## src/rtl/rf_ctrl_pkg.sv

```systemverilog
// Shared types and constants for the RF command-frame controller.
// One-hot parser states, default header bytes and statistics counter helpers.
package rf_ctrl_pkg;

    localparam int unsigned CNT_W = 8;

    localparam logic [7:0] HEAD0_DEF = 8'h55;
    localparam logic [7:0] HEAD1_DEF = 8'hAA;

    typedef enum logic [6:0] {
        S_IDLE  = 7'b000_0001,
        S_HEAD  = 7'b000_0010,
        S_ADDR  = 7'b000_0100,
        S_LEN   = 7'b000_1000,
        S_DATA  = 7'b001_0000,
        S_CSUM  = 7'b010_0000,
        S_WRITE = 7'b100_0000
    } state_e;

    function automatic logic [CNT_W-1:0] sat_inc(input logic [CNT_W-1:0] v);
        return (v == '1) ? v : v + 1'b1;
    endfunction

endpackage

```

## src/rtl/rf_frame_buf.sv

```systemverilog
// Payload buffer: DEPTH x 8 register file, one synchronous write port, one async read port.
// Write takes effect next cycle; read is combinational; no backpressure (caller owns indexing).
module rf_frame_buf #(
    parameter int unsigned DEPTH = 16
) (
    input  logic       clk,
    input  logic       we_i,
    input  logic [7:0] wr_idx_i,
    input  logic [7:0] wr_dat_i,
    input  logic [7:0] rd_idx_i,
    output logic [7:0] rd_dat_o
);

    logic [7:0] mem_q [DEPTH];

    always_ff @(posedge clk) begin
        if (we_i) begin
            for (int i = 0; i < int'(DEPTH); i++) begin
                if (wr_idx_i == 8'(i)) begin
                    mem_q[i] <= wr_dat_i;
                end
            end
        end
    end

    // Out-of-range reads (one past the last item) return zero; that value is never used.
    always_comb begin
        rd_dat_o = '0;
        for (int i = 0; i < int'(DEPTH); i++) begin
            if (rd_idx_i == 8'(i)) begin
                rd_dat_o = mem_q[i];
            end
        end
    end

endmodule

```

## src/rtl/rf_frame_ctrl.sv

```systemverilog
// Parses HEAD0 HEAD1 ADDR LEN DATA.. CSUM frames, then replays the payload as register writes.
// First write the cycle after CSUM; writes hold under !i_wr_rdy; bytes arriving mid-write are dropped.
module rf_frame_ctrl
    import rf_ctrl_pkg::*;
#(
    parameter int unsigned MAX_LEN     = 16,
    parameter int unsigned TIMEOUT_CYC = 52080,
    parameter logic [7:0]  HEAD0       = HEAD0_DEF,
    parameter logic [7:0]  HEAD1       = HEAD1_DEF
) (
    input  logic             clk,
    input  logic             rst_n,
    input  logic [7:0]       i_rx_data,
    input  logic             i_rx_data_vld,
    output logic             o_wr_en,
    output logic [7:0]       o_wr_addr,
    output logic [7:0]       o_wr_data,
    input  logic             i_wr_rdy,
    output logic             o_busy,
    output logic [CNT_W-1:0] o_frm_ok_cnt,
    output logic [CNT_W-1:0] o_frm_err_cnt,
    output logic [CNT_W-1:0] o_drop_cnt
);

    localparam int TMO_W = $clog2(TIMEOUT_CYC + 1);
    localparam logic [TMO_W-1:0] TMO_LAST  = TMO_W'(TIMEOUT_CYC - 1);
    localparam logic [7:0]       MAX_LEN_B = 8'(MAX_LEN);

    state_e           state_q, state_d;
    logic [7:0]       addr_q, addr_d;
    logic [7:0]       len_q, len_d;
    logic [7:0]       idx_q, idx_d;
    logic [7:0]       sum_q, sum_d;
    logic [TMO_W-1:0] tmo_q, tmo_d;
    logic             wr_en_q, wr_en_d;
    logic [7:0]       wr_addr_q, wr_addr_d;
    logic [7:0]       wr_data_q, wr_data_d;
    logic             busy_q, busy_d;
    logic [CNT_W-1:0] ok_q, ok_d;
    logic [CNT_W-1:0] err_q, err_d;
    logic [CNT_W-1:0] drop_q, drop_d;

    logic             buf_we;
    logic [7:0]       buf_rd_idx;
    logic [7:0]       buf_rd_dat;

    // In CSUM the read port fetches item 0; in WRITE it prefetches the item after the one on the bus.
    assign buf_rd_idx = (state_q == S_WRITE) ? idx_q + 8'd1 : 8'd0;

    rf_frame_buf #(
        .DEPTH (MAX_LEN)
    ) u_buf (
        .clk      (clk),
        .we_i     (buf_we),
        .wr_idx_i (idx_q),
        .wr_dat_i (i_rx_data),
        .rd_idx_i (buf_rd_idx),
        .rd_dat_o (buf_rd_dat)
    );

    always_comb begin
        state_d   = state_q;
        addr_d    = addr_q;
        len_d     = len_q;
        idx_d     = idx_q;
        sum_d     = sum_q;
        tmo_d     = '0;
        wr_en_d   = wr_en_q;
        wr_addr_d = wr_addr_q;
        wr_data_d = wr_data_q;
        ok_d      = ok_q;
        err_d     = err_q;
        drop_d    = drop_q;
        buf_we    = 1'b0;

        if (state_q == S_WRITE) begin
            if (i_rx_data_vld) begin
                drop_d = sat_inc(drop_q);
            end
            if (i_wr_rdy) begin
                if (idx_q == len_q - 8'd1) begin
                    wr_en_d = 1'b0;
                    ok_d    = sat_inc(ok_q);
                    state_d = S_IDLE;
                end else begin
                    idx_d     = idx_q + 8'd1;
                    wr_addr_d = wr_addr_q + 8'd1;
                    wr_data_d = buf_rd_dat;
                end
            end
        end else if (i_rx_data_vld) begin
            case (state_q)
                S_IDLE: begin
                    if (i_rx_data == HEAD0) begin
                        state_d = S_HEAD;
                    end
                end
                S_HEAD: begin
                    if (i_rx_data == HEAD1) begin
                        state_d = S_ADDR;
                        sum_d   = '0;
                    end else if (i_rx_data != HEAD0) begin
                        state_d = S_IDLE;
                    end
                end
                S_ADDR: begin
                    addr_d  = i_rx_data;
                    sum_d   = sum_q + i_rx_data;
                    state_d = S_LEN;
                end
                S_LEN: begin
                    sum_d = sum_q + i_rx_data;
                    if (i_rx_data == 8'd0 || i_rx_data > MAX_LEN_B) begin
                        err_d   = sat_inc(err_q);
                        state_d = S_IDLE;
                    end else begin
                        len_d   = i_rx_data;
                        idx_d   = '0;
                        state_d = S_DATA;
                    end
                end
                S_DATA: begin
                    buf_we = 1'b1;
                    sum_d  = sum_q + i_rx_data;
                    if (idx_q == len_q - 8'd1) begin
                        state_d = S_CSUM;
                    end else begin
                        idx_d = idx_q + 8'd1;
                    end
                end
                S_CSUM: begin
                    if (i_rx_data == sum_q) begin
                        wr_en_d   = 1'b1;
                        wr_addr_d = addr_q;
                        wr_data_d = buf_rd_dat;
                        idx_d     = '0;
                        state_d   = S_WRITE;
                    end else begin
                        err_d   = sat_inc(err_q);
                        state_d = S_IDLE;
                    end
                end
                default: state_d = S_IDLE;
            endcase
        end else if (state_q != S_IDLE) begin
            // Mid-frame silence: an arriving byte always takes priority over expiry.
            if (tmo_q == TMO_LAST) begin
                err_d   = sat_inc(err_q);
                state_d = S_IDLE;
            end else begin
                tmo_d = tmo_q + 1'b1;
            end
        end

        busy_d = (state_d != S_IDLE);
    end

    always_ff @(posedge clk or negedge rst_n) begin
        if (!rst_n) begin
            state_q   <= S_IDLE;
            addr_q    <= '0;
            len_q     <= '0;
            idx_q     <= '0;
            sum_q     <= '0;
            tmo_q     <= '0;
            wr_en_q   <= 1'b0;
            wr_addr_q <= '0;
            wr_data_q <= '0;
            busy_q    <= 1'b0;
            ok_q      <= '0;
            err_q     <= '0;
            drop_q    <= '0;
        end else begin
            state_q   <= state_d;
            addr_q    <= addr_d;
            len_q     <= len_d;
            idx_q     <= idx_d;
            sum_q     <= sum_d;
            tmo_q     <= tmo_d;
            wr_en_q   <= wr_en_d;
            wr_addr_q <= wr_addr_d;
            wr_data_q <= wr_data_d;
            busy_q    <= busy_d;
            ok_q      <= ok_d;
            err_q     <= err_d;
            drop_q    <= drop_d;
        end
    end

    assign o_wr_en       = wr_en_q;
    assign o_wr_addr     = wr_addr_q;
    assign o_wr_data     = wr_data_q;
    assign o_busy        = busy_q;
    assign o_frm_ok_cnt  = ok_q;
    assign o_frm_err_cnt = err_q;
    assign o_drop_cnt    = drop_q;

endmodule
```

## config.mk

```make
export PLATFORM = sky130hd
export DESIGN_NAME = rf_frame_ctrl
export DESIGN_NICKNAME = d
export VERILOG_FILES = /design/src/rtl/rf_ctrl_pkg.sv /design/src/rtl/rf_frame_buf.sv /design/src/rtl/rf_frame_ctrl.sv
export SDC_FILE = /design/constraint.sdc
export NUM_CORES = 1
export LEC_CHECK = 0
export BUFFER_PORTS_ARGS = -buffer_cell sky130_fd_sc_hd__buf_4
export CELL_PAD_IN_SITES_DETAIL_PLACEMENT = 1
export CELL_PAD_IN_SITES_GLOBAL_PLACEMENT = 2
export CORE_MARGIN = 1.5
export CORE_UTILIZATION = 39
export CTS_BUF_LIST = sky130_fd_sc_hd__clkbuf_2 sky130_fd_sc_hd__clkbuf_4 sky130_fd_sc_hd__clkbuf_8
export CTS_CLUSTER_SIZE = 20
export DETAILED_ROUTE_END_ITERATION = 12
export PLACE_DENSITY = 0.74
export SKIP_CTS_REPAIR_TIMING = 1
export SLEW_MARGIN = 20
export SYNTH_ARGS = -nofsm -noshare
export SYNTH_HDL_FRONTEND = slang
export SYNTH_SLANG_ARGS = --single-unit
```

## constraint.sdc

```tcl
create_clock -name clk -period 3.75 [get_ports clk]
set_input_delay 0.75 -clock clk [delete_from_list [all_inputs] [get_ports clk]]
set_output_delay 0.75 -clock clk [all_outputs]
set_load 0.02 [all_outputs]
```

* Word-level counts from Yosys, hierarchy flattened
Memory sizes are Yosys's and may differ from the RTL's.
Cells that the tools add are included.
** Word-level totals
- Bits of input ports :: 12
- Logic and storage cells :: 284
- Register bits after elaboration :: 97
- Memories kept :: 1
- Bits in writable memories :: 128
** Memory list
- u_buf.mem_q :: words 16, bits a word 8, rd ports 16, clocked after memory_dff 0, wr ports 1, line rf_frame_buf.sv:14 : logic [7:0] mem_q [DEPTH];
** Cells by class
- Reduce and logical (&&, ||, !) cells :: 36
- Add/sub/neg operators :: 8
- Bitwise operators :: 4
- Muxes and demuxes :: 164
- Order comparisons :: 1
- Equal/unequal tests :: 57
** Operator list (count)
- $mux 8 :: 57
- $eq 8x4->1 const B :: 16
- $reduce_or 8->1 :: 15
- $mux 7 :: 11
- $mux 1 :: 72
- $eq 8x3->1 const B :: 8
- $mux 16 :: 4
- $mux 4 :: 15
- $pmux 7 s6 :: 1
- $add 8x1->8 const B :: 5
- $eq 8x2->1 const B :: 4
- $eq 8x8->1 const B :: 4
- $pmux 8 s2 :: 2
- $logic_not 8->1 :: 3
- $pmux 8 s3 :: 1
- $add 16x1->16 const B :: 1
- $eq 16x16->1 const B :: 1
- $eq 8x1->1 const B :: 2
- $eq 8x8->1 :: 2
- $reduce_and 5->1 :: 3
- $ne 7x1->1 const B :: 2
- $ne 3x3->1 const B :: 4
- $reduce_and 4->1 :: 3
- $reduce_bool 2->1 :: 6
- 22 further kinds :: 28

* Depth between registers and ports, before layout
Gate-level depths: netlist (run 1).
- Depth in word-level cells :: 23
- Mapped depth :: 15
- Mapped depth without buffers :: 10

* Modules after synthesis
A second synthesis (run 1) with hierarchy kept.
** Unflattened totals
- Cells, all modules :: 922
- Area total of the unflattened synthesis :: 10901.7 µm²
** Modules (own cells, without submodules)
- rf_frame_buf :: area each 5485.3 µm², cells an instance 386, seq. area each 3843.7 µm², instances 1
- rf_frame_ctrl :: area each 5416.4 µm², cells an instance 536, seq. area each 2428.6 µm², instances 1

* Worst setup path before layout (run 1)
No wires, ideal clock.
- Path kind :: reg2reg
- Start :: reg idx_q[0]
- End :: reg wr_data_q[1], in the netlist o_wr_data[1]
- Arrival time :: 3.356 ns
- Period minus slack after synthesis :: 3.497 ns
- Required time :: 3.608 ns
- Slack :: 0.253 ns
- Cell stages (with the launch flop) :: 13
- Library setup time :: 0.142 ns
- Buffers on the path :: 3
- Path through :: dfrtp_1 clkbuf_1 buf_1 inv_1 ha_1 clkbuf_1 o21ai_0 a2111oi_0 a41o_1 a21oi_1 or4_1 a221oi_1 a31oi_1
** Between the ends
- Longest elaborated chain between the ends :: 23
- Elaborated cells between the ends (all ways) :: 43
- Classes of those cells :: add/sub: 1; eq/ne: 17; mux: 23; reduce/logical: 2
** RTL lines
- start, declared :: line rf_frame_ctrl.sv:32 : logic [7:0] idx_q, idx_d;
- start signal, assigned :: line rf_frame_ctrl.sv:177 : idx_q <= idx_d;
- $add 8x1->8 :: line rf_frame_ctrl.sv:48 : assign buf_rd_idx = (state_q == S_WRITE) ? idx_q + 8'd1 : 8'd0;
- $mux 8 :: line rf_frame_ctrl.sv:48
- $logic_not 8->1 :: line rf_frame_buf.sv:30 : if (rd_idx_i == 8'(i)) begin
- $mux 8 (16 in series) :: line rf_frame_buf.sv:30
- $mux 8 :: line rf_frame_ctrl.sv:132 : if (i_rx_data == sum_q) begin
- $mux 8 :: line rf_frame_ctrl.sv:92 : case (state_q)
- $mux 8 :: line rf_frame_ctrl.sv:91 : end else if (i_rx_data_vld) begin
- $mux 8 :: line rf_frame_ctrl.sv:76 : if (state_q == S_WRITE) begin
- end signal, assigned :: line rf_frame_ctrl.sv:182 : wr_data_q <= wr_data_d;
- end, declared :: line rf_frame_ctrl.sv:37 : logic [7:0] wr_data_q, wr_data_d;
Parallel ways exist; a longest one is shown, timed or not. The select of a mux whose other input is x is not followed.
A chain may end at the register's enable or synchronous reset.

* Worst setup path after layout (run 1)
- Start :: reg state_q[6]
- End :: reg wr_data_q[1], in the netlist o_wr_data[1]
** Between the ends
- Longest elaborated chain between the ends :: 23
- Elaborated cells between the ends (all ways) :: 47
- Classes of those cells :: eq/ne: 19; mux: 23; reduce/logical: 5
** RTL lines
- start, declared :: line rf_frame_ctrl.sv:29 : state_e state_q, state_d;
- start signal, assigned :: line rf_frame_ctrl.sv:174 : state_q <= state_d;
- $eq 7x7->1 :: line rf_frame_ctrl.sv:48, rf_frame_ctrl.sv:76
- $mux 8 :: line rf_frame_ctrl.sv:48
- $logic_not 8->1 :: line rf_frame_buf.sv:30
- $mux 8 (16 in series) :: line rf_frame_buf.sv:30
- $mux 8 :: line rf_frame_ctrl.sv:132
- $mux 8 :: line rf_frame_ctrl.sv:92
- $mux 8 :: line rf_frame_ctrl.sv:91
- $mux 8 :: line rf_frame_ctrl.sv:76
Parallel ways exist; a longest one is shown, timed or not. The select of a mux whose other input is x is not followed.

==> metrics.md, run 1 <==
| Metric | Value |
|---|---|
| Layout net count | `1083` |
| Final min period | `3.48 ns` |
| Reg clk slew, reported paths | `0.06 ns` |
| Max Cap Viol | `0` |
| Final Util | `46.8%` |
| Critical path startpoint category | `register` |
| Sequential share of the synthesized area | `58.1%` |
| Worst Path Max Fanout | `8` |
| Rows | `60` |
| Full die area | `28700 sq um` |
| Slew HR | `49.4%` |
| Primary FF master, synth | `edfxtp_1` |
| GRT Residual Overflow | `0` |
| Met3 wire len | `1.26 mm` |
| Clk pwr share | `35.1%` |
| Post-route DRC | `0` |
| Reg2reg path depth | `8` |
| Final GP Congestion | `0.798` |
| Setup_tns | `0 ns` |
| Worst Path Required | `4.18 ns` |
| Combinational Power Share | `21.1%` |
| FFs w/ async S/R, synth | `43.1%` |
| Routed vias | `8242` |
| Routed len/inst | `22.7 um` |
| Layout cells sized above 1 | `18.3%` |
| Routed wl met2 | `15.5 mm` |
| Final number of hold-violating endpoints | `0` |
| Drt total wl | `32.3 mm` |
| Worst Max-Slew Pin Slew | `0.749 ns` |
| Uppermost layer routed | `met4` |
| Detailed placement HPWL | `22.3 mm` |
| Status | `completed` |
| # IOs | `54` |
| Gr usage total | `23.3%` |
| PnR Total Power | `0.00674 W` |
| Synth Area in Simple Gates | `16.7%` |
| Fin cells | `1422` |
| Post-synth EDFFs | `128` |
| Worst-Skew Late Latency | `0.56 ns` |
| Max Freq | `0.287 GHz` |
| Vias per Instance | `5.80` |
| Avg Cell Area, Syn | `11.4 sq um` |
| Final ANT Viol Nets | `0` |
| Final Max Tran Viols | `0` |
| Fillers | `2932` |
| HP Class | `input port to asynchronous set/reset pin` |
| Initial core utilization | `39.9%` |
| Fin crit share | `92.9%` |
| Adder-cell area share of the yosys netlist | `2.16%` |
| First-pass GRT wire length | `50.9 mm` |
| M1 WL | `14.6 mm` |
| Ant diodes | `0` |
| Clk sinks | `225` |
| Mux share of post-synthesis cell area | `2.70%` |
| Drt first pass iters | `4` |
| Drt initial violations | `484` |
| Layout area overhead | `17.4%` |
| CTS tree | `done` |
| Netlist cell types | `72` |
| Power share of the sequential group | `43.8%` |
| Switch share | `31.1%` |
| Initial antenna violation count | `0` |
| Worst Hold Slack | `0.223 ns` |
| Placeable core area | `27000 sq um` |
| CP max stage delay | `0.64 ns` |
| Yosys reg bits | `225` |
| Pint | `0.00464 W` |
| Sw Pwr | `0.00209 W` |
| Xor/xnor share of the synthesized area | `5.35%` |
| I/O Buffers | `53` |
| Main combinational cell family by area after synthesis | `simple AND/OR/NAND/NOR gates` |
| Final Setup Violations | `0` |
| CP Capture Type | `register` |
| Most common cell after layout, fill and taps aside | `edfxtp_1` |
| CTS Buf Count | `42` |
| Post-synthesis compound-gate area fraction | `12.9%` |
| Post-synthesis instance total | `949` |
| Data arrival, critical path | `3.91 ns` |
| Pwr dens | `532 nW/um^2` |
| Die width | `169 um` |
| Largest net degree at the start of global routing | `51` |
| Lkg Pwr | `4.97 nW` |
| Crit Path Class | `register to register` |
| Most frequent cells in the layout | `128 x edfxtp_1, 100 x buf_4, 96 x dfrtp_1` |
| Clk_skew | `0.0291 ns` |
| Dpl cells | `1350` |
| Crit path cell chain | `nor3b_1, nand2_1, a2111oi_0, a41o_1, a21oi_1, or4_1, a221oi_1, a31oi_1` |
| Htree depth | `2` |
| Synth Cell Area | `10800 sq um` |
| Number of global-route vias before repair | `8635` |
| RSZ-0062 raised after global routing | `no` |
| Yosys warns | `0` |
| Syn Nets | `979` |
| Crit path max-delay cell type | `a2111oi_0` |
| Die Height | `169 um` |
| Root Buffer | `clkbuf_8` |
| Clock tree buffer depth | `3` |
| VDD IR-drop max | `0.000351 V` |
==> cells by family (layout without fill, tap and decap cells) <==
kind of cell / count (synthesis) / in the layout
XOR/XNOR: 65 / 65
buffers and inverters: 55 / 187
multiplexers: 27 / 27
flip-flops: 225 / 225
AND/OR/NAND/NOR: 358 / 358
AO/OA/AOI/OAI: 201 / 201
adder cells (fa/ha/maj): 18 / 18
==> Yosys cell counts, types with 11 or more instances <==
library cell	number	area, sq um
a21oi_1	29	145
a22oi_1	11	82.6
a31oi_1	12	75.1
and2_1	22	138
and3_1	17	106
clkbuf_1	32	120
dfrtp_1	96	2400
edfxtp_1	128	3840
ha_1	17	213
inv_1	13	48.8
mux2_2	17	191
nand2_1	80	300
nand3_1	40	200
nand4_1	16	100
nor2_1	86	323
nor3_1	30	150
nor4_1	16	100
o21ai_0	46	230
xnor2_1	34	298
xor2_1	30	263
==> metrics by stage <==
step           setup slack (ns)  cell area (sq um)
2_1_floorplan             0.253              10800
3_3_place_gp              0.325              11800
3_5_place_dp              0.262              11800
4_1_cts                   0.318              12700
5_1_grt                  0.0426              12700
6_report                  0.265              12700
==> critical path: cells and delay by family, from the launching register on <==
| kind | cells | cell delay, ns |
|---|---|---|
| flip-flops | 1 | 0.48 |
| AO/OA/AOI/OAI | 5 | 1.25 |
| AND/OR/NAND/NOR | 3 | 1.62 |
==> sequential cells by signal, summed over array words and instances, names as in the netlist, 7 cells and up <==
signal and count:
o_frm_ok_cnt 8, idx_q 8, o_wr_addr 8, u_buf.mem_q 128
tmo_q 16, sum_q 8, len_q 8, o_drop_cnt 8
o_frm_err_cnt 8, state_q 7, addr_q 8, o_wr_data 8
==> worst paths after layout <==
| check | startpoint | end | slack (ns) |
|---|---|---|---|
| min | rst_n | o_wr_data[5]$_DFFE_PN0P_ | 0.22 |
| max | state_q[6]$_DFF_PN0_ | o_wr_data[1]$_DFFE_PN0P_ | 0.27 |
| max reg2reg | state_q[6]$_DFF_PN0_ | o_wr_data[1]$_DFFE_PN0P_ | 0.27 |
| max in group asynchronous | rst_n | state_q[0]$_DFF_PN1_ | 2.71 |
| min reg2reg | tmo_q[0]$_DFF_PN0_ | tmo_q[0]$_DFF_PN0_ | 0.47 |
| min in group clk | i_wr_rdy | o_wr_en$_DFFE_PN0P_ | 0.46 |
==> layer usage <==
metal	vias up	global-route usage, %
met1	4199	31.0
met5	-	0
met3	65	3.31
li1	3795	-
met2	183	39.0
met4	0	8.00
==> layout make-up <==
class	instances	area (sq um)	share of cell area (%)
timing repair buffer	101	771	6.09
tap	341	427	3.37
multi-input combinational	669	4310	34.0
clock inverter	6	35.0	0.277
clock buffer	66	796	6.29
sequential	225	6270	49.5
inverter	14	52.6	0.415
==> power groups by stage <==
| stage | combinational, W | clock [W] | sequential [W] |
|---|---|---|---|
| global route | 0.00155 | 0.00253 | 0.00298 |
| global placement | 0.00142 | 0 | 0.00300 |
| detailed placement | 0.00143 | 0 | 0.00300 |
| CTS | 0.00144 | 0.00242 | 0.00296 |
| floorplan | 0.000655 | 0 | 0.00309 |
| finish | 0.00142 | 0.00236 | 0.00295 |
Power figures use the tool's default switching activity.
==> inputs of run 2 (changes only) <==
--- a/config.mk
+++ b/config.mk
@@ -5,15 +5,17 @@
 export SDC_FILE = /design/constraint.sdc
 export NUM_CORES = 1
 export LEC_CHECK = 0
+export ABC_AREA = 1
 export BUFFER_PORTS_ARGS = -buffer_cell sky130_fd_sc_hd__buf_4
 export CELL_PAD_IN_SITES_DETAIL_PLACEMENT = 1
 export CELL_PAD_IN_SITES_GLOBAL_PLACEMENT = 2
 export CORE_MARGIN = 1.5
-export CORE_UTILIZATION = 39
+export CORE_UTILIZATION = 41
 export CTS_BUF_LIST = sky130_fd_sc_hd__clkbuf_2 sky130_fd_sc_hd__clkbuf_4 sky130_fd_sc_hd__clkbuf_8
 export CTS_CLUSTER_SIZE = 20
 export DETAILED_ROUTE_END_ITERATION = 12
-export PLACE_DENSITY = 0.74
+export PLACE_DENSITY = 0.78
+export RECOVER_POWER = 50
 export SKIP_CTS_REPAIR_TIMING = 1
 export SLEW_MARGIN = 20
 export SYNTH_ARGS = -nofsm -noshare
==> constraint.sdc (replaced) <==
create_clock -name clk -period 3.39 [get_ports clk]
set_input_delay 0.678 -clock clk [delete_from_list [all_inputs] [get_ports clk]]
set_output_delay 0.678 -clock clk [all_outputs]
set_load 0.02 [all_outputs]
==> metrics.md, run 2 <==
| Metric | Value |
|---|---|
| Status | `completed` |
| Synth top area share | `36.3% (+0.71 points)` |
| Final Setup Violations | `0 (unchanged)` |
| Worst Max-Slew Pin Slew | `1.40 ns (+0.650 ns)` |
| Initial core utilization | `41.9% (+2.0 points)` |
| CTS tree | `done` |
| Yosys reg bits | `225 (unchanged)` |
| I/O Buffers | `53 (unchanged)` |
| Most common cell on crit path | `nand2_1` |
| Primary FF master, synth | `edfxtp_1` |
| Netlist cell types | `43 (-40%)` |
| Reg clk slew, reported paths | `0.06 ns (about the same)` |
| # IOs | `54 (unchanged)` |
| CP max stage delay | `0.49 ns (-0.15 ns)` |
| Pwr dens | `477 nW/um^2 (-10%)` |
| Worst Path Required | `3.81 ns (-0.37 ns)` |
| RSZ-0062 raised after global routing | `no` |
| Largest Register | `u_buf.mem_q` |
| Drt initial violations | `464 (-4.1%)` |
| Htree depth | `2 (unchanged)` |
| Ant diodes | `0 (unchanged)` |
| Post-route DRC | `0 (unchanged)` |
| Synth area leader | `edfxtp_1` |
| Layout net count | `1225 (+13%)` |
| Clk_skew | `0.0349 ns (+0.00581 ns)` |
| Final ANT Viol Nets | `0 (unchanged)` |
| Top flop regs | `u_buf.mem_q x128, tmo_q x16` |
| Crit path cell chain | `ha_1, nand3_1, o21bai_1, nand3_1, nand2_1, nor2_4, inv_2, nor3_2, buf_4, nand2_1, nand4_1, nor2_1, nand4_1, nor2_1, nand4_1, nand2_1, nand2_1` |
| Clk sinks | `225 (unchanged)` |
| Top delay family on crit path | `simple AND/OR/NAND/NOR gates` |
| Layout cells sized above 1 | `13.0% (-5.3 points)` |
| Sequential share of the synthesized area | `59.3% (+1.2 points)` |
| Reg2reg path depth | `17 (+9)` |
| R2r startpoint | `idx_q[1]$_DFFE_PN0P_` |
| Layout area overhead | `16.1%` |
| Gr usage total | `22.8% (-0.54 points)` |
| Synth Cell Area | `10600 sq um (-2.0%)` |
| Syn Nets | `1111 (+13%)` |
| Vias per Instance | `5.17 (-11%)` |
| Data arrival, critical path | `3.43 ns (-0.48 ns)` |
| Final min period | `3.00 ns (-0.480 ns)` |
| Drt first pass iters | `5 (+1)` |
| Largest net degree at the start of global routing | `54 (+5.9%)` |
| Crit Path Class | `register to register` |
| Drt total wl | `29.4 mm (-9.0%)` |
| Rows | `58 (-3.3%)` |
| RR Endpoint | `o_wr_data[0]$_DFFE_PN0P_` |
| Max Freq | `0.333 GHz (+16%)` |
| Ranking of synthesized cells by area | `edfxtp_1 36%, dfrtp_1 23%, nand2_1 7.7%, nor2_1 4.5%, inv_1 4.1%` |
| Lkg Pwr | `5.08 nW (+2.1%)` |
| CP Capture Type | `register` |
| CTS Buf Count | `40 (-4.8%)` |
| Die width | `164 um (-3.4%)` |
| Placeable core area | `25300 sq um (-6.6%)` |
| HP Class | `input port to asynchronous set/reset pin` |
| Routed len/inst | `18.9 um (-17%)` |
| Dpl ws | `0.154 ns (-0.108 ns)` |
| FFs w/ async S/R, synth | `43.1% (unchanged)` |
| Max Cap Viol | `0 (unchanged)` |
| Final Max Tran Viols | `0 (unchanged)` |
| Clock tree buffer depth | `3 (unchanged)` |
| VDD IR-drop max | `0.000361 V (+3.0%)` |
| Worst Slack Setup Final | `0.386 ns (+0.120 ns)` |
| Most frequent cells in the layout | `217 x nand2_1, 128 x nor2_1, 128 x edfxtp_1` |
| Fin crit share | `88.6% (-4.3 points)` |
| Root Buffer | `clkbuf_8` |
| Final GP Congestion | `0.832 (+4.2%)` |
| Crit path max-delay cell type | `dfrtp_1` |
| Slew HR | `6.71% (-43 points)` |
| Detailed placement HPWL | `21.1 mm (-5.1%)` |
| Full die area | `26800 sq um (-6.6%)` |
| Routed vias | `8045 (-2.4%)` |
| Die Height | `164 um (-3.4%)` |
| Final number of hold-violating endpoints | `0 (unchanged)` |
| Crit path buf inv count | `2 (+2)` |
| Post-synth EDFFs | `128 (unchanged)` |
| Setup_tns | `0 ns (unchanged)` |
| GRT Residual Overflow | `0 (unchanged)` |
| Avg Cell Area, Syn | `9.78 sq um (-14%)` |
| Commonest cells post-synth | `217 x nand2_1, 128 x edfxtp_1, 128 x nor2_1, 115 x inv_1, 96 x dfrtp_1` |
| Worst Hold Slack | `0.475 ns (+0.251 ns)` |
| Initial antenna violation count | `0 (unchanged)` |
| Worst Path Max Fanout | `13 (+5)` |
| Largest register FFs | `128 (unchanged)` |
| Worst-Skew Late Latency | `0.55 ns (about the same)` |
| Fillers | `2893 (-1.3%)` |
| First-pass GRT wire length | `46.8 mm (-8.0%)` |
| Count leader, synth | `nand2_1` |
| Critical path startpoint category | `register` |
| Number of global-route vias before repair | `8484 (-1.7%)` |
| Flop2flop setup slack | `0.39 ns (+0.12 ns)` |
| Post-synthesis instance total | `1081 (+14%)` |
| Most common cell after layout, fill and taps aside | `nand2_1` |
| Yosys warns | `0 (unchanged)` |
[run 2: logic make-up after synthesis]
| logic type | synth area share, % |
|---|---|
| and+or+nand+nor | 23.0 |
| muxes | 0.106 |
| AOI/OAI and AO/OA | 6.02 |
| DFF | 59.3 |
| buffers and inverters | 5.51 |
| xor gates and xnor gates | 3.81 |
| adders and majority gates | 2.20 |
[run 2: layout make-up]
cell class                 count  area, sq um  share of cell area [%]
clock inverter                11         82.6                   0.673
multi-input combinational    712         3730                    30.4
sequential                   225         6270                    51.1
inverter                     125          469                    3.82
tap                          330          413                    3.36
clock buffer                  61          746                    6.07
timing repair buffer          91          562                    4.58
[run 2: worst max-delay path by stage]
| stage | from | to | depth (start not counted) |
|---|---|---|---|
| global placement | idx_q[1]$_DFFE_PN0P_ | o_wr_data[0]$_DFFE_PN0P_ | 17 |
| detailed placement | idx_q[1]$_DFFE_PN0P_ | o_wr_data[0]$_DFFE_PN0P_ | 17 |
| floorplan | i_rx_data[6] | o_wr_addr[5]$_DFFE_PN0P_ | 11 |
| CTS | idx_q[1]$_DFFE_PN0P_ | o_wr_data[0]$_DFFE_PN0P_ | 17 |
| finish | idx_q[1]$_DFFE_PN0P_ | o_wr_data[0]$_DFFE_PN0P_ | 17 |
| global route | idx_q[1]$_DFFE_PN0P_ | o_wr_data[6]$_DFFE_PN0P_ | 18 |
[run 2: report_power, final]
part | switching, W | leakage, nW | total, W | internal [W]
Combinational | 0.000185 | 2.20 | 0.000269 | 0.0000838
Clock | 0.00112 | 0.439 | 0.00261 | 0.00148
Sequential | 0.0000485 | 2.44 | 0.00298 | 0.00293
[run 2: layer usage]
layer / track usage [%] / routed length, um / vias to the layer above
met1: 30.1 / 13600 / 3961
met5: 0 / 0 / -
met3: 3.20 / 848 / 44
met4: 6.65 / 590 / 0
met2: 38.7 / 14300 / 123
li1: - / - / 3917
[run 2: per-stage QoR]
stage                     util, %  area (sq um)  total power (W)  cells
after floorplan                 -         10600          0.00315   1081
after global placement       45.8         11600          0.00332   1482
after detailed placement     45.8         11600          0.00332   1482
after CTS                    49.1         12400          0.00594   1554
after global routing         48.6         12300          0.00607   1555
final                        48.6         12300          0.00586   1555
==> inputs of run 3 (changes only) <==
--- a/config.mk
+++ b/config.mk
@@ -6,7 +6,7 @@
 export NUM_CORES = 1
 export LEC_CHECK = 0
 export ABC_AREA = 1
-export BUFFER_PORTS_ARGS = -buffer_cell sky130_fd_sc_hd__buf_4
+export BUFFER_PORTS_ARGS = -buffer_cell sky130_fd_sc_hd__buf_2
 export CELL_PAD_IN_SITES_DETAIL_PLACEMENT = 1
 export CELL_PAD_IN_SITES_GLOBAL_PLACEMENT = 2
 export CORE_MARGIN = 1.5
==> metrics.md, run 3 (synthesis results as in run 2) <==
| Metric | Value |
|---|---|
| Status | `finished with violations` |
| Failing checks | `capacitance limit, slew limit` |
| Layout cells sized above 1 | `13.2% (+0.21 points)` |
| Post-route DRC | `0 (unchanged)` |
| Initial core utilization | `41.9% (unchanged)` |
| Reg2reg path depth | `18 (+1)` |
| Routed len/inst | `18.6 um (-1.3%)` |
| HP Class | `register to register` |
| Drt total wl | `29.2 mm (-0.60%)` |
| Largest register FFs | `128 (unchanged)` |
| Worst Max-Slew Pin Slew | `2.37 ns (+0.975 ns)` |
| Final Cell Area | `12300 sq um (+0.10%)` |
| Hold Path Cell Cnt | `1` |
| Final Util | `48.7% (+0.050 points)` |
| CP Capture Type | `register` |
| CP max stage delay | `0.55 ns (+0.06 ns)` |
| Die Height | `164 um (unchanged)` |
| Largest net degree at the start of global routing | `56 (+3.7%)` |
| # IOs | `54 (unchanged)` |
| Root Buffer | `clkbuf_8` |
| Routed vias | `8037 (-0.099%)` |
| Max Freq | `0.342 GHz (+2.6%)` |
| Slew HR | `-58.3% (-65 points)` |
| CTS tree | `done` |
| Largest Register | `u_buf.mem_q` |
| Rows | `58 (unchanged)` |
| I/O Buffers | `53 (unchanged)` |
| Pwr dens | `479 nW/um^2 (+0.27%)` |
| Most common cell on crit path | `nand3_1` |
| Initial antenna violation count | `1 (+1)` |
| Number of global-route vias before repair | `8428 (-0.66%)` |
| Crit Path Class | `register to register` |
| RSZ-0062 raised after global routing | `no` |
| Layout net count | `1234 (+0.73%)` |
| Drt first pass iters | `4 (-1)` |
| Htree depth | `2 (unchanged)` |
| Final Setup Violations | `0 (unchanged)` |
| Max Cap Viol | `1 (+1)` |
| Lkg Pwr | `5.11 nW (+0.56%)` |
| Clk_skew | `0.0160 ns (-0.0190 ns)` |
| Reg clk slew, reported paths | `0.06 ns (about the same)` |
| Worst-Skew Late Latency | `0.54 ns (about the same)` |
| CTS Buf Count | `41 (+2.5%)` |
| Setup_tns | `0 ns (unchanged)` |
| Critical path startpoint category | `register` |
| GRT Residual Overflow | `0 (unchanged)` |
| Final number of hold-violating endpoints | `0 (unchanged)` |
| Worst Path Required | `3.82 ns (about the same)` |
| Clock tree buffer depth | `3 (unchanged)` |
| Placed inst area | `11500 sq um (-0.67%)` |
| Full die area | `26800 sq um (unchanged)` |
| VDD IR-drop max | `0.000333 V (-7.9%)` |
| Placeable core area | `25300 sq um (unchanged)` |
| Vias per Instance | `5.13 (-0.80%)` |
| Drt initial violations | `394 (-15%)` |
| Final ANT Viol Nets | `0 (unchanged)` |
| Clk sinks | `225 (unchanged)` |
| First-pass GRT wire length | `46.9 mm (+0.25%)` |
| PnR Total Power | `0.00588 W (+0.38%)` |
| Fin crit share | `86.4% (-2.3 points)` |
| Most common cell after layout, fill and taps aside | `nand2_1` |
| Worst Path Max Fanout | `11 (-2)` |
| Top flop regs | `u_buf.mem_q x128, tmo_q x16` |
| Gr usage total | `22.9% (+0.16 points)` |
| Layout area overhead | `16.2%` |
| Crit path max-delay cell type | `dfrtp_1` |
| Fillers | `2936 (+1.5%)` |
| Data arrival, critical path | `3.36 ns (-0.07 ns)` |
| Final Max Tran Viols | `43 (+43)` |
| Crit path cell chain | `ha_1, nand3_1, o21bai_1, nand3_1, nand2_1, nor2_4, buf_4, buf_4, nand3_1, nand3_1, nor2_1, nand4_1, o21ai_1, nand4_1, nor2_1, nand4_1, nand2_1, nand2_1` |
| Most frequent cells in the layout | `217 x nand2_1, 128 x nor2_1, 128 x edfxtp_1` |
| Ant diodes | `0 (unchanged)` |
| Final min period | `2.93 ns (-0.0770 ns)` |
| Final GP Congestion | `0.823 (-1.1%)` |
| Die width | `164 um (unchanged)` |
| Detailed placement HPWL | `21.4 mm (+1.1%)` |
## run 3: cell types whose count changed in the layout (fill, tap and decap cells not counted), sizes merged
| cell | previous run | this run |
|---|---|---|
| clkbuf | 94 | 101 |
| buf | 58 | 62 |
| clkinv | 10 | 12 |
| inv | 125 | 124 |
| nor2 | 139 | 138 |
## run 3: worst max-delay path: cells and delay by family (launching register included)
family,cells,cell delay [ns]
buffers and inverters,2,0.32
flip-flops,1,0.55
adder cells (fa/ha/maj),1,0.31
AND/OR/NAND/NOR,13,1.27
AO/OA/AOI/OAI,2,0.37
## run 3: worst paths after layout
| kind | slack, ns | endpoint | start |
|---|---|---|---|
| max in group asynchronous | 1.16 | addr_q[4]$_DFFE_PN0P_ | rst_n |
| worst max-delay path | 0.46 | o_wr_data[1]$_DFFE_PN0P_ | idx_q[0]$_DFFE_PN0P_ |
| worst min-delay path | 0.46 | tmo_q[0]$_DFF_PN0_ | tmo_q[0]$_DFF_PN0_ |
| worst max register to register | 0.46 | o_wr_data[1]$_DFFE_PN0P_ | idx_q[0]$_DFFE_PN0P_ |
| worst min register to register | 0.46 | tmo_q[0]$_DFF_PN0_ | tmo_q[0]$_DFF_PN0_ |
| min in group asynchronous | 0.86 | o_drop_cnt[0]$_DFFE_PN0P_ | rst_n |
## run 3: stage by stage
stage | setup slack (ns) | hold WS, ns | std cells
after floorplan | 0.986 | 0.382 | 1081
after global placement | 0.295 | 0.457 | 1489
after detailed placement | 0.271 | 0.464 | 1489
after CTS | 0.354 | 0.135 | 1564
after global routing | 0.188 | 0.500 | 1566
final | 0.463 | 0.463 | 1566
## run 3: layout make-up
class | count | area (sq um) | area share, %
Multi-Input combinational cell | 711 | 3720 | 30.3
Clock buffer | 63 | 773 | 6.29
Sequential cell | 225 | 6270 | 51.0
Clock inverter | 12 | 80.1 | 0.652
Tap cell | 330 | 413 | 3.36
Timing Repair Buffer | 100 | 561 | 4.56
Inverter | 125 | 469 | 3.82
## run 3: layer usage
metal | global-route usage, % | vias to the layer above | wire, um
met5 | 0 | - | 0
met4 | 5.95 | 0 | 500
met3 | 3.66 | 41 | 1050
met2 | 37.8 | 125 | 14000
met1 | 31.4 | 3935 | 13600
li1 | - | 3936 | -
## run 3: where the power goes
group / leakage, nW / switching, W / total [W] / internal [W]
logic: 2.21 / 0.000182 / 0.000252 / 0.0000704
registers: 2.44 / 0.0000482 / 0.00298 / 0.00293
clock network: 0.455 / 0.00112 / 0.00265 / 0.00153
